==> src/rtl/core_sequencer_pkg.sv <==
// -----------------------------------------------------------------------------
// risc_v_opcodes
// Shared definitions for the instruction sequencer: the RV32I major opcodes
// it recognises, the sequencer state enum and small opcode-class helpers.
// No ports (package).
// -----------------------------------------------------------------------------
package risc_v_opcodes;

    localparam logic [6:0] OP_LUI     = 7'b0110111;
    localparam logic [6:0] OP_AUIPC   = 7'b0010111;
    localparam logic [6:0] OP_JAL     = 7'b1101111;
    localparam logic [6:0] OP_JALR    = 7'b1100111;
    localparam logic [6:0] OP_BRANCH  = 7'b1100011;
    localparam logic [6:0] OP_LOAD    = 7'b0000011;
    localparam logic [6:0] OP_STORE   = 7'b0100011;
    localparam logic [6:0] OP_ALU_IMM = 7'b0010011;
    localparam logic [6:0] OP_ALU_REG = 7'b0110011;
    localparam logic [6:0] OP_SYSTEM  = 7'b1110011;

    typedef enum logic [2:0] {
        ST_FETCH  = 3'd0,
        ST_DECODE = 3'd1,
        ST_EXEC   = 3'd2,
        ST_MEM    = 3'd3,
        ST_WB     = 3'd4,
        ST_HALT   = 3'd5
    } seq_state_e;

    // Any opcode outside this set is illegal and stops the core with a trap.
    function automatic logic is_known_opcode(input logic [6:0] op);
        return (op == OP_LUI)    || (op == OP_AUIPC)   || (op == OP_JAL)     ||
               (op == OP_JALR)   || (op == OP_BRANCH)  || (op == OP_LOAD)    ||
               (op == OP_STORE)  || (op == OP_ALU_IMM) || (op == OP_ALU_REG) ||
               (op == OP_SYSTEM);
    endfunction

    // Opcodes that produce a destination-register result.
    function automatic logic writes_rd(input logic [6:0] op);
        return (op == OP_LUI)  || (op == OP_AUIPC) || (op == OP_JAL)     ||
               (op == OP_JALR) || (op == OP_LOAD)  || (op == OP_ALU_IMM) ||
               (op == OP_ALU_REG);
    endfunction

    function automatic logic is_mem_op(input logic [6:0] op);
        return (op == OP_LOAD) || (op == OP_STORE);
    endfunction

endpackage

==> src/rtl/core_sequencer_if.sv <==
// -----------------------------------------------------------------------------
// core_sequencer_if
// Instruction- and data-memory handshake bundle between the sequencer
// (master) and the memory system (slave).
//   imem_req/imem_addr   : fetch request and address (master -> slave)
//   imem_ready/imem_rdata: fetch completion and instruction word (slave -> master)
//   dmem_req/dmem_we     : data access request, store qualifier (master -> slave)
//   dmem_ready           : data access completion (slave -> master)
// -----------------------------------------------------------------------------
interface core_sequencer_if;
    logic        imem_req;
    logic [31:0] imem_addr;
    logic        imem_ready;
    logic [31:0] imem_rdata;
    logic        dmem_req;
    logic        dmem_we;
    logic        dmem_ready;

    modport master (
        output imem_req, imem_addr, dmem_req, dmem_we,
        input  imem_ready, imem_rdata, dmem_ready
    );

    modport slave (
        input  imem_req, imem_addr, dmem_req, dmem_we,
        output imem_ready, imem_rdata, dmem_ready
    );
endinterface

==> src/rtl/core_sequencer_pc.sv <==
// -----------------------------------------------------------------------------
// program_counter
// Holds the architectural PC and the next-PC value captured during EXEC.
//   clk, areset        : clock, asynchronous active-high reset
//   capture_en         : latch next_pc_candidate into the next-PC register
//   take_target        : select target_addr instead of pc+4
//   target_addr        : jump/branch target from the datapath
//   update_en          : commit the captured next PC into pc (on retire)
//   pc                 : current program counter
//   next_pc_candidate  : combinational next PC, used for alignment checking
// -----------------------------------------------------------------------------
module program_counter #(
    parameter logic [31:0] RESET_PC = 32'h0000_0000
) (
    input  logic        clk,
    input  logic        areset,
    input  logic        capture_en,
    input  logic        take_target,
    input  logic [31:0] target_addr,
    input  logic        update_en,
    output logic [31:0] pc,
    output logic [31:0] next_pc_candidate
);

    logic [31:0] pc_q;
    logic [31:0] pc_d;
    logic [31:0] next_pc_q;
    logic [31:0] next_pc_d;

    // pc+4 wraps naturally at 2^32.
    assign next_pc_candidate = take_target ? target_addr : (pc_q + 32'd4);

    always_comb begin
        next_pc_d = next_pc_q;
        if (capture_en) begin
            next_pc_d = next_pc_candidate;
        end
    end

    always_comb begin
        pc_d = pc_q;
        if (update_en) begin
            pc_d = next_pc_q;
        end
    end

    always_ff @(posedge clk or posedge areset) begin
        if (areset) begin
            pc_q      <= RESET_PC;
            next_pc_q <= RESET_PC;
        end else begin
            pc_q      <= pc_d;
            next_pc_q <= next_pc_d;
        end
    end

    assign pc = pc_q;

endmodule

==> src/rtl/core_sequencer.sv <==
// -----------------------------------------------------------------------------
// core_sequencer
// Multi-cycle instruction sequencer: FETCH -> DECODE -> EXEC -> (MEM) -> WB,
// with an absorbing HALT state for SYSTEM, illegal opcodes and misaligned
// next-PC values.
//   clk, areset   : clock, asynchronous active-high reset
//   bus           : instruction/data memory handshakes (master side)
//   branch_taken  : ALU branch result, sampled in EXEC
//   target_addr   : jump/branch target, sampled in EXEC
//   instr         : latched instruction word for the decoder
//   pc            : current program counter (also the fetch address)
//   reg_we        : register-file write strobe (WB only)
//   retire        : one-cycle pulse per completed instruction
//   instret       : retired-instruction counter (wraps)
//   halted, trap  : core stopped; trap marks an error cause
// -----------------------------------------------------------------------------
module core_sequencer
    import risc_v_opcodes::*;
#(
    parameter logic [31:0] RESET_PC  = 32'h0000_0000,
    parameter logic [31:0] NOP_INSTR = 32'h0000_0013
) (
    input  logic             clk,
    input  logic             areset,
    core_sequencer_if.master bus,
    input  logic             branch_taken,
    input  logic [31:0]      target_addr,
    output logic [31:0]      instr,
    output logic [31:0]      pc,
    output logic             reg_we,
    output logic             retire,
    output logic [31:0]      instret,
    output logic             halted,
    output logic             trap
);

    seq_state_e  state_q;
    seq_state_e  state_d;
    logic [31:0] instr_q;
    logic [31:0] instr_d;
    logic [31:0] instret_q;
    logic [31:0] instret_d;
    logic        trap_q;
    logic        trap_d;
    logic        trap_set;

    logic        pc_capture;
    logic        pc_update;
    logic        take_target;
    logic [31:0] pc_cur;
    logic [31:0] next_pc_candidate;

    logic [6:0]  opcode;
    logic [4:0]  rd;

    assign opcode = instr_q[6:0];
    assign rd     = instr_q[11:7];

    // Only meaningful while capture is enabled (EXEC).
    assign take_target = (opcode == OP_JAL) || (opcode == OP_JALR) ||
                         ((opcode == OP_BRANCH) && branch_taken);

    program_counter #(
        .RESET_PC (RESET_PC)
    ) u_pc (
        .clk               (clk),
        .areset            (areset),
        .capture_en        (pc_capture),
        .take_target       (take_target),
        .target_addr       (target_addr),
        .update_en         (pc_update),
        .pc                (pc_cur),
        .next_pc_candidate (next_pc_candidate)
    );

    // Next-state and output decode.
    always_comb begin
        state_d      = state_q;
        bus.imem_req = 1'b0;
        bus.dmem_req = 1'b0;
        bus.dmem_we  = 1'b0;
        reg_we       = 1'b0;
        retire       = 1'b0;
        pc_capture   = 1'b0;
        pc_update    = 1'b0;
        trap_set     = 1'b0;

        unique case (state_q)
            ST_FETCH: begin
                // Reset parks the FSM in FETCH; keep the request quiet until
                // reset is actually released.
                bus.imem_req = !areset;
                if (bus.imem_ready) begin
                    state_d = ST_DECODE;
                end
            end
            ST_DECODE: begin
                if (!is_known_opcode(opcode)) begin
                    state_d  = ST_HALT;
                    trap_set = 1'b1;
                end else if (opcode == OP_SYSTEM) begin
                    state_d = ST_HALT;
                end else begin
                    state_d = ST_EXEC;
                end
            end
            ST_EXEC: begin
                pc_capture = 1'b1;
                // A misaligned next PC stops the core before anything retires.
                if (next_pc_candidate[1:0] != 2'b00) begin
                    state_d  = ST_HALT;
                    trap_set = 1'b1;
                end else if (is_mem_op(opcode)) begin
                    state_d = ST_MEM;
                end else begin
                    state_d = ST_WB;
                end
            end
            ST_MEM: begin
                bus.dmem_req = 1'b1;
                bus.dmem_we  = (opcode == OP_STORE);
                if (bus.dmem_ready) begin
                    if (opcode == OP_STORE) begin
                        // Stores have no writeback; they complete here.
                        retire    = 1'b1;
                        pc_update = 1'b1;
                        state_d   = ST_FETCH;
                    end else begin
                        state_d = ST_WB;
                    end
                end
            end
            ST_WB: begin
                reg_we    = writes_rd(opcode) && (rd != 5'd0);
                retire    = 1'b1;
                pc_update = 1'b1;
                state_d   = ST_FETCH;
            end
            ST_HALT: begin
                state_d = ST_HALT;
            end
            default: begin
                state_d = ST_HALT;
            end
        endcase
    end

    always_comb begin
        instr_d = instr_q;
        if ((state_q == ST_FETCH) && bus.imem_ready) begin
            instr_d = bus.imem_rdata;
        end
    end

    always_comb begin
        instret_d = instret_q;
        if (retire) begin
            instret_d = instret_q + 32'd1;
        end
    end

    always_comb begin
        trap_d = trap_q | trap_set;
    end

    always_ff @(posedge clk or posedge areset) begin
        if (areset) begin
            state_q <= ST_FETCH;
        end else begin
            state_q <= state_d;
        end
    end

    always_ff @(posedge clk or posedge areset) begin
        if (areset) begin
            instr_q   <= NOP_INSTR;
            instret_q <= 32'd0;
            trap_q    <= 1'b0;
        end else begin
            instr_q   <= instr_d;
            instret_q <= instret_d;
            trap_q    <= trap_d;
        end
    end

    assign bus.imem_addr = pc_cur;
    assign pc            = pc_cur;
    assign instr         = instr_q;
    assign instret       = instret_q;
    assign halted        = (state_q == ST_HALT);
    assign trap          = trap_q;

endmodule

==> src/flat_wrapper.sv <==
// flat-port wrapper written by rule: the top's interface ports become plain ports
module core_sequencer_flat import risc_v_opcodes::*;
#(
    parameter logic [31:0] RESET_PC  = 32'h0000_0000,
    parameter logic [31:0] NOP_INSTR = 32'h0000_0013
)
  (clk, areset, branch_taken, target_addr, instr, pc, reg_we, retire, instret, halted, trap, bus_imem_req, bus_imem_addr, bus_dmem_req, bus_dmem_we, bus_imem_ready, bus_imem_rdata, bus_dmem_ready);
  core_sequencer_if bus_i ();
  input  logic clk;
  input  logic areset;
  input  logic branch_taken;
  input  logic [31:0] target_addr;
  output logic [31:0] instr;
  output logic [31:0] pc;
  output logic reg_we;
  output logic retire;
  output logic [31:0] instret;
  output logic halted;
  output logic trap;
  output wire logic [$bits(bus_i.imem_req)-1:0] bus_imem_req;
  output wire logic [$bits(bus_i.imem_addr)-1:0] bus_imem_addr;
  output wire logic [$bits(bus_i.dmem_req)-1:0] bus_dmem_req;
  output wire logic [$bits(bus_i.dmem_we)-1:0] bus_dmem_we;
  input wire logic [$bits(bus_i.imem_ready)-1:0] bus_imem_ready;
  input wire logic [$bits(bus_i.imem_rdata)-1:0] bus_imem_rdata;
  input wire logic [$bits(bus_i.dmem_ready)-1:0] bus_dmem_ready;
  assign bus_imem_req = bus_i.imem_req;
  assign bus_imem_addr = bus_i.imem_addr;
  assign bus_dmem_req = bus_i.dmem_req;
  assign bus_dmem_we = bus_i.dmem_we;
  assign bus_i.imem_ready = bus_imem_ready;
  assign bus_i.imem_rdata = bus_imem_rdata;
  assign bus_i.dmem_ready = bus_dmem_ready;
  core_sequencer #(.RESET_PC(RESET_PC), .NOP_INSTR(NOP_INSTR)) u_core (.clk(clk), .areset(areset), .bus(bus_i), .branch_taken(branch_taken), .target_addr(target_addr), .instr(instr), .pc(pc), .reg_we(reg_we), .retire(retire), .instret(instret), .halted(halted), .trap(trap));
endmodule
==> config.mk <==
export PLATFORM = sky130hd
export DESIGN_NAME = core_sequencer_flat
export DESIGN_NICKNAME = d
export VERILOG_FILES = /design/src/rtl/core_sequencer_pkg.sv /design/src/rtl/core_sequencer_if.sv /design/src/rtl/core_sequencer_pc.sv /design/src/rtl/core_sequencer.sv /design/src/flat_wrapper.sv
export SDC_FILE = /design/constraint.sdc
export NUM_CORES = 1
export LEC_CHECK = 0
export ABC_AREA = 1
export CORE_MARGIN = 2
export CORE_UTILIZATION = 45
export CTS_CLUSTER_DIAMETER = 100
export DETAILED_ROUTE_END_ITERATION = 12
export PLACE_DENSITY_LB_ADDON = 0.3
export SYNTH_ARGS = -nofsm -noshare
export SYNTH_HDL_FRONTEND = slang
export SYNTH_HIERARCHICAL = 1
export SYNTH_SLANG_ARGS = --single-unit
==> constraint.sdc <==
create_clock -name clk -period 2.3 [get_ports clk]
set_input_delay 0.46 -clock clk [delete_from_list [all_inputs] [get_ports clk]]
set_output_delay 0.46 -clock clk [all_outputs]
set_load 0.03 [all_outputs]
# [Word-level counts from Yosys, hierarchy flattened]
# Index checks and enable logic that the tools add are counted.
[word_totals] ff_bits=132 inputBits=69 out_inout_bits=135 word_cells=69
[op_classes] n_addsub=2 eq_ne=17 n_mux=20 bitwise=1 n_reduce_logical=23
[op_table] cell="32-bit by 1-bit adder with 32-bit output, second input constant" count=1
[op_table] cell="32-bit by 3-bit adder with 32-bit output, second input constant" count=1
[op_table] cell="32-bit two-way mux" count=1
[op_table] cell="7-bit equality test, second input constant" count=4
[op_table] cell="7-bit by 6-bit equality test with 1-bit output, second input constant" count=3
[op_table] cell="3-bit two-way mux" count=7
[op_table] cell="1-bit logical OR" count=15
[op_table] cell="3-bit case mux with 5 select lines" count=1
[op_table] cell="7-bit by 5-bit equality test with 1-bit output, second input constant" count=2
[op_table] cell="1-bit two-way mux" count=9
[op_table] cell="7-bit by 2-bit equality test with 1-bit output, second input constant" count=1
[op_table] cell="3-bit by 2-bit equality test with 1-bit output, second input constant" count=2
[op_table] cell="3-bit equality test, second input constant" count=2
[op_table] cell="5-bit nonzero test" count=1
[op_table] cell="2-bit inequality test, second input constant" count=2
[op_table] cell="1-bit case mux with 2 select lines" count=2
[op_table] cell="3-bit by 1-bit equality test with 1-bit output, second input constant" count=1
[op_table] cell="1-bit logical AND" count=3
[op_table] cell="3-bit logical NOT" count=1
[op_table] cell="2-bit AND reduction" count=1
[op_table] cell="2-bit nonzero test" count=1
[op_table] cell="1-bit logical NOT" count=1
[op_table] cell="1-bit bitwise OR" count=1

# [Longest topological paths before layout]
[logic_depth] depth_word=13 ltp_mapped=15 ltp_nobuf=13

# [Hierarchy]
# The synthesis kept the hierarchy.
[by_module_without_submodules] module="core_sequencer" n_inst=1 cells_per_inst=519 area_each_um2=4013.8 seq_area_each_um2=1705.4
[by_module_without_submodules] module="program_counter" n_inst=1 cells_per_inst=540 area_each_um2=3734.8 seq_area_each_um2=1601.5

# [Worst setup path after synthesis]
# OpenSTA, ideal clock, no wires.
[synth_timing] path_kind="flip-flop to flip-flop" start="register u_core.instr_q[1], in the netlist u_core/instr[1]" end="register u_core.state_q[2]" setup_time_ns=0.077 t_arrival_ns=2.138 t_required_ns=2.223 slack_ns=0.085 stages_incl_launch_ff=15 n_path_buf=2 synth_period_minus_slack_ns=2.215 path_cell_list="dfstp_2 > nand2_1 > nor2_1 > nand2_1 > a21oi_1 > buf_2 > clkbuf_1 > nand2_1 > o21ai_0 > nor2_1 > nor2_1 > nor2_1 > nand2_1 > nor2_1 > a21oi_1"
[synth_via] word_cells_on_any_way=32 cone_classes="10 x eq/ne; 8 x mux; 14 x reduce/logical"
[synth_rtl] element="start, declared" line_no="core_sequencer.sv:39" text="logic [31:0] instr_q;"
[synth_rtl] element="start signal, assigned" line_no="core_sequencer.sv:180" text="instr_q <= instr_d;"
[synth_rtl] element="7-bit equality test, on equally long branches" line_no="core_sequencer.sv:60, core_sequencer.sv:61"
[synth_rtl] element="1-bit logical OR / 1-bit logical AND (equally long branches)" line_no="core_sequencer.sv:60, core_sequencer.sv:61"
[synth_rtl] element="1-bit logical OR *" line_no="core_sequencer.sv:60" text="assign take_target = (opcode == OP_JAL) || (opcode == OP_JALR) ||"
[synth_rtl] element="net u_core.take_target" line_no="core_sequencer.sv:49" text="logic take_target;"
[synth_rtl] element="32-bit two-way mux *" line_no="core_sequencer_pc.sv:31" text="assign next_pc_candidate = take_target ? target_addr : (pc_q + 32'd4);"
[synth_rtl] element="net u_core.next_pc_candidate[1]" line_no="core_sequencer.sv:51" text="logic [31:0] next_pc_candidate;"
[synth_rtl] element="2-bit nonzero test *" line_no="core_sequencer.sv:110" text="if (next_pc_candidate[1:0] != 2'b00) begin"
[synth_rtl] element="3-bit two-way mux *" line_no="core_sequencer.sv:110"
[synth_rtl] element="3-bit case mux with 5 select lines *" line_no="core_sequencer.sv:88" text="unique case (state_q)"
[synth_rtl] element="end signal, assigned" line_no="core_sequencer.sv:170" text="state_q <= state_d;"
[synth_rtl] element="end, declared" line_no="core_sequencer.sv:37" text="seq_state_e state_q;"
# The timed path passes the listed nets; every way through them passes the cells marked *. The select of a mux whose other input is x is not followed.
# A chain may end at the register's enable or synchronous reset.

# [Worst setup path after layout]
[layout_timing] start="register u_core.instr_q[4], in the netlist u_core/instr[4]" end="output reg_we"
[layout_via] elab_chain_cells=9 word_cells_on_any_way=15 cone_classes="7 x eq/ne; 1 x mux; 7 x reduce/logical"
[layout_rtl] element="7-bit by 6-bit equality test with 1-bit output / 7-bit by 5-bit equality test with 1-bit output (equally long branches)" line_no="core_sequencer_pkg.sv:39" text="return (op == OP_LUI) || (op == OP_AUIPC) || (op == OP_JAL) ||"
[layout_rtl] element="1-bit logical OR (3 in series)" line_no="core_sequencer_pkg.sv:39"
[layout_rtl] element="1-bit logical OR (2 in series)" line_no="core_sequencer_pkg.sv:40" text="(op == OP_JALR) || (op == OP_LOAD) || (op == OP_ALU_IMM) ||"
[layout_rtl] element="1-bit logical OR *" line_no="core_sequencer_pkg.sv:40"
[layout_rtl] element="1-bit logical AND *" line_no="core_sequencer.sv:134" text="reg_we = writes_rd(opcode) && (rd != 5'd0);"
[layout_rtl] element="1-bit two-way mux *" line_no="core_sequencer.sv:88"
[layout_rtl] element="end, declared" line_no="flat_wrapper.sv:15" text="output logic reg_we;"
# Mark *: on every way between the ends. The rest lies on a longest branch, timed or not.

==> impl_metrics.json <==
{
  "drt_iter0_markers": 509,
  "worstPathRequired_ps": 1840,
  "cts_resized": 2,
  "initial_core_util_pct": 46.0,
  "num_rows": 47,
  "fp.dieH_um": 134,
  "clk_latency_ps": 420,
  "power_leakage_nw": 4.34,
  "p_clk_share_pct": 50.8,
  "grt_pass1_vias": 7022,
  "die_x_um": 134,
  "maxCapViolations": 0,
  "holdBufCountCts": 0,
  "drive_gt1_share_pct": 10.5,
  "dp_hpwl_um": 15600,
  "grt_pass1_wl_um": 35000,
  "finalWeightedCongestion": 0.890,
  "fin_ws_ps": 115,
  "fin_util_pct": 62.1,
  "vias_per_cell": 5.09,
  "fin_hold_ws_ps": 469,
  "setup_tns_ps": 0,
  "antenna_cells": 0,
  "wl_um": 21300,
  "fmax_mhz": 458,
  "power_per_cell_area_mw_per_mm2": 540,
  "pre_cts_ws_ps": 17.3,
  "hold_class": "reg2reg",
  "fin_skew_ps": 9.51,
  "grt.total_usage_pct": 24.4,
  "syn_inst": 1037,
  "syn2layout_area_growth_pct": 34.8,
  "slowest_delay_ps": 580,
  "crit_buf_inv": 3,
  "cts_made_buffers": 17,
  "dp_cells": 1411,
  "io_buffers": 203,
  "internal_power_mw": 4.30,
  "stdcell_count": 1443,
  "ys_warn_count": 6,
  "fin_crit_sh_pct": 95.0,
  "clkTransAtPathRegs_ps": 60,
  "ios": 204,
  "endpoint_kind": "output pin",
  "h-tree-depth": 4,
  "synth_area_sq_mm": 0.00761,
  "grt_start_max_net_pins": 65,
  "maxSlewViolCount": 0,
  "worst_pin_slew_ps": 464,
  "critPathArrivalTime_ps": 1730,
  "antenna_found_initial": 0,
  "cp_max_fo": 5,
  "synth_fp_nets": 1108,
  "slew_headroom_pct": 69.1,
  "vias": 7343,
  "gr-total-overflow": 0,
  "drc": 0,
  "ant_nets": 0,
  "die_area_sq_mm": 0.0180,
  "crit_top_cell": "nor2_1",
  "p_seq_share_pct": 43.0,
  "start_kind": "register",
  "switchingPower_mw": 1.24,
  "path_cells": "inv_2, nand3_1, nor2_1, nor2_1, nand2_1, nand4_1, inv_1, buf_6",
  "syn_avg_cell_area_sq_um": 7.33,
  "rsz0062_at_grt": "no",
  "clockBufferDepth": 2,
  "path_delay_family": "flip-flops",
  "fillers": 1464,
  "crit_type": "reg2out",
  "hold_viol": 0,
  "core_sq_mm": 0.0165,
  "clock-sinks": 132,
  "irDropWorstVdd_mv": 0.489,
  "post_cts_buffers": 0,
  "setup_viol": 0,
  "root_buffer": "clkbuf_16",
  "wl_per_cell_um": 14.7,
  "tritoncts": "built",
  "slowest_stage": "dfstp_2",
  "first_pass_iters": 5,
  "switching_share_pct": 22.4,
  "outcome": "completed",
  "power_frac_comb_pct": 6.3,
  "fin_crit_ps": 2190,
  "fin_nets": 1281
}
[sequential cells by signal, indices dropped and copies added, names as in the netlist]
signal	flops
u_core/instr	32
u_core/instret	32
u_core/state_q	3
u_core/trap	1
u_core/u_pc/next_pc_q	32
u_core/u_pc/pc	32
[metrics by stage]
| step | power [mW] | instance area (sq um) |
|---|---|---|
| 2_1_floorplan | 2.55 | 7610 |
| 3_3_place_gp | 2.77 | 9630 |
| 3_5_place_dp | 2.77 | 9630 |
| 4_1_cts | 5.58 | 10200 |
| 5_1_grt | 5.71 | 10300 |
| 6_report | 5.53 | 10300 |
[per-layer routing]
layer,wire [um],global-route usage [%]
met4,410,8.01
met3,1800,6.69
met5,0,0
met1,8990,31.1
met2,10100,40.5
[power by group through the flow]
stage | sequential (mW) | combinational (mW) | clock [mW]
after CTS | 2.38 | 0.352 | 2.85
final | 2.38 | 0.346 | 2.81
after global routing | 2.38 | 0.374 | 2.96
after floorplan | 2.48 | 0.0709 | 0
after global placement | 2.42 | 0.349 | 0
after detailed placement | 2.42 | 0.349 | 0
[final timing paths]
kind	slack, ps	cells after the start	endpoint	startpoint
min	470	2	u_core/u_pc/pc[27]$_DFFE_PP0P_	u_core/u_pc/next_pc_q[27]$_DFFE_PP0P_
min reg2reg	470	2	u_core/u_pc/pc[27]$_DFFE_PP0P_	u_core/u_pc/next_pc_q[27]$_DFFE_PP0P_
max in group asynchronous	1320	3	u_core/instr[0]$_DFFE_PP1P_	areset
max	110	8	reg_we	u_core/instr[4]$_DFFE_PP1P_
min in group asynchronous	590	3	u_core/u_pc/next_pc_q[0]$_DFFE_PP0P_	areset
max reg2reg	320	11	u_core/state_q[0]$_DFFE_PP0P_	u_core/instr[1]$_DFFE_PP1P_
[cell usage in the layout (no fill, tap or decap), drive strengths merged, types with 15 or more instances in the layout]
cell and count:
clkdlybuf4s50 197, o21ai 63, inv 83, clkbuf 20, nand2 396, mux2 24, buf 18, dfrtp 129
or2 15, nor2 134, nand3 74
[worst register-to-register path: stages, from the launching register on]
cell and delay (ps):
dfstp_2 550, nand2_1 80, nor2_1 140, nand2_1 80, a21oi_2 240, o21ai_0 160, nor2_1 160, nor2_1 80
nor2_1 120, nand2_1 80, nor2_1 100, a21oi_1 70
[cell type report]
cell class / count / area, sq um / share of cell area, %
clock buffer: 20 / 457 / 4.45
inverter: 84 / 315 / 3.07
tap: 220 / 275 / 2.68
sequential: 132 / 3310 / 32.2
multi-input combinational: 758 / 3560 / 34.8
timing repair buffer: 217 / 2180 / 21.3
clock inverter: 12 / 154 / 1.50
No activity file was read; power rests on OpenSTA's default activity.
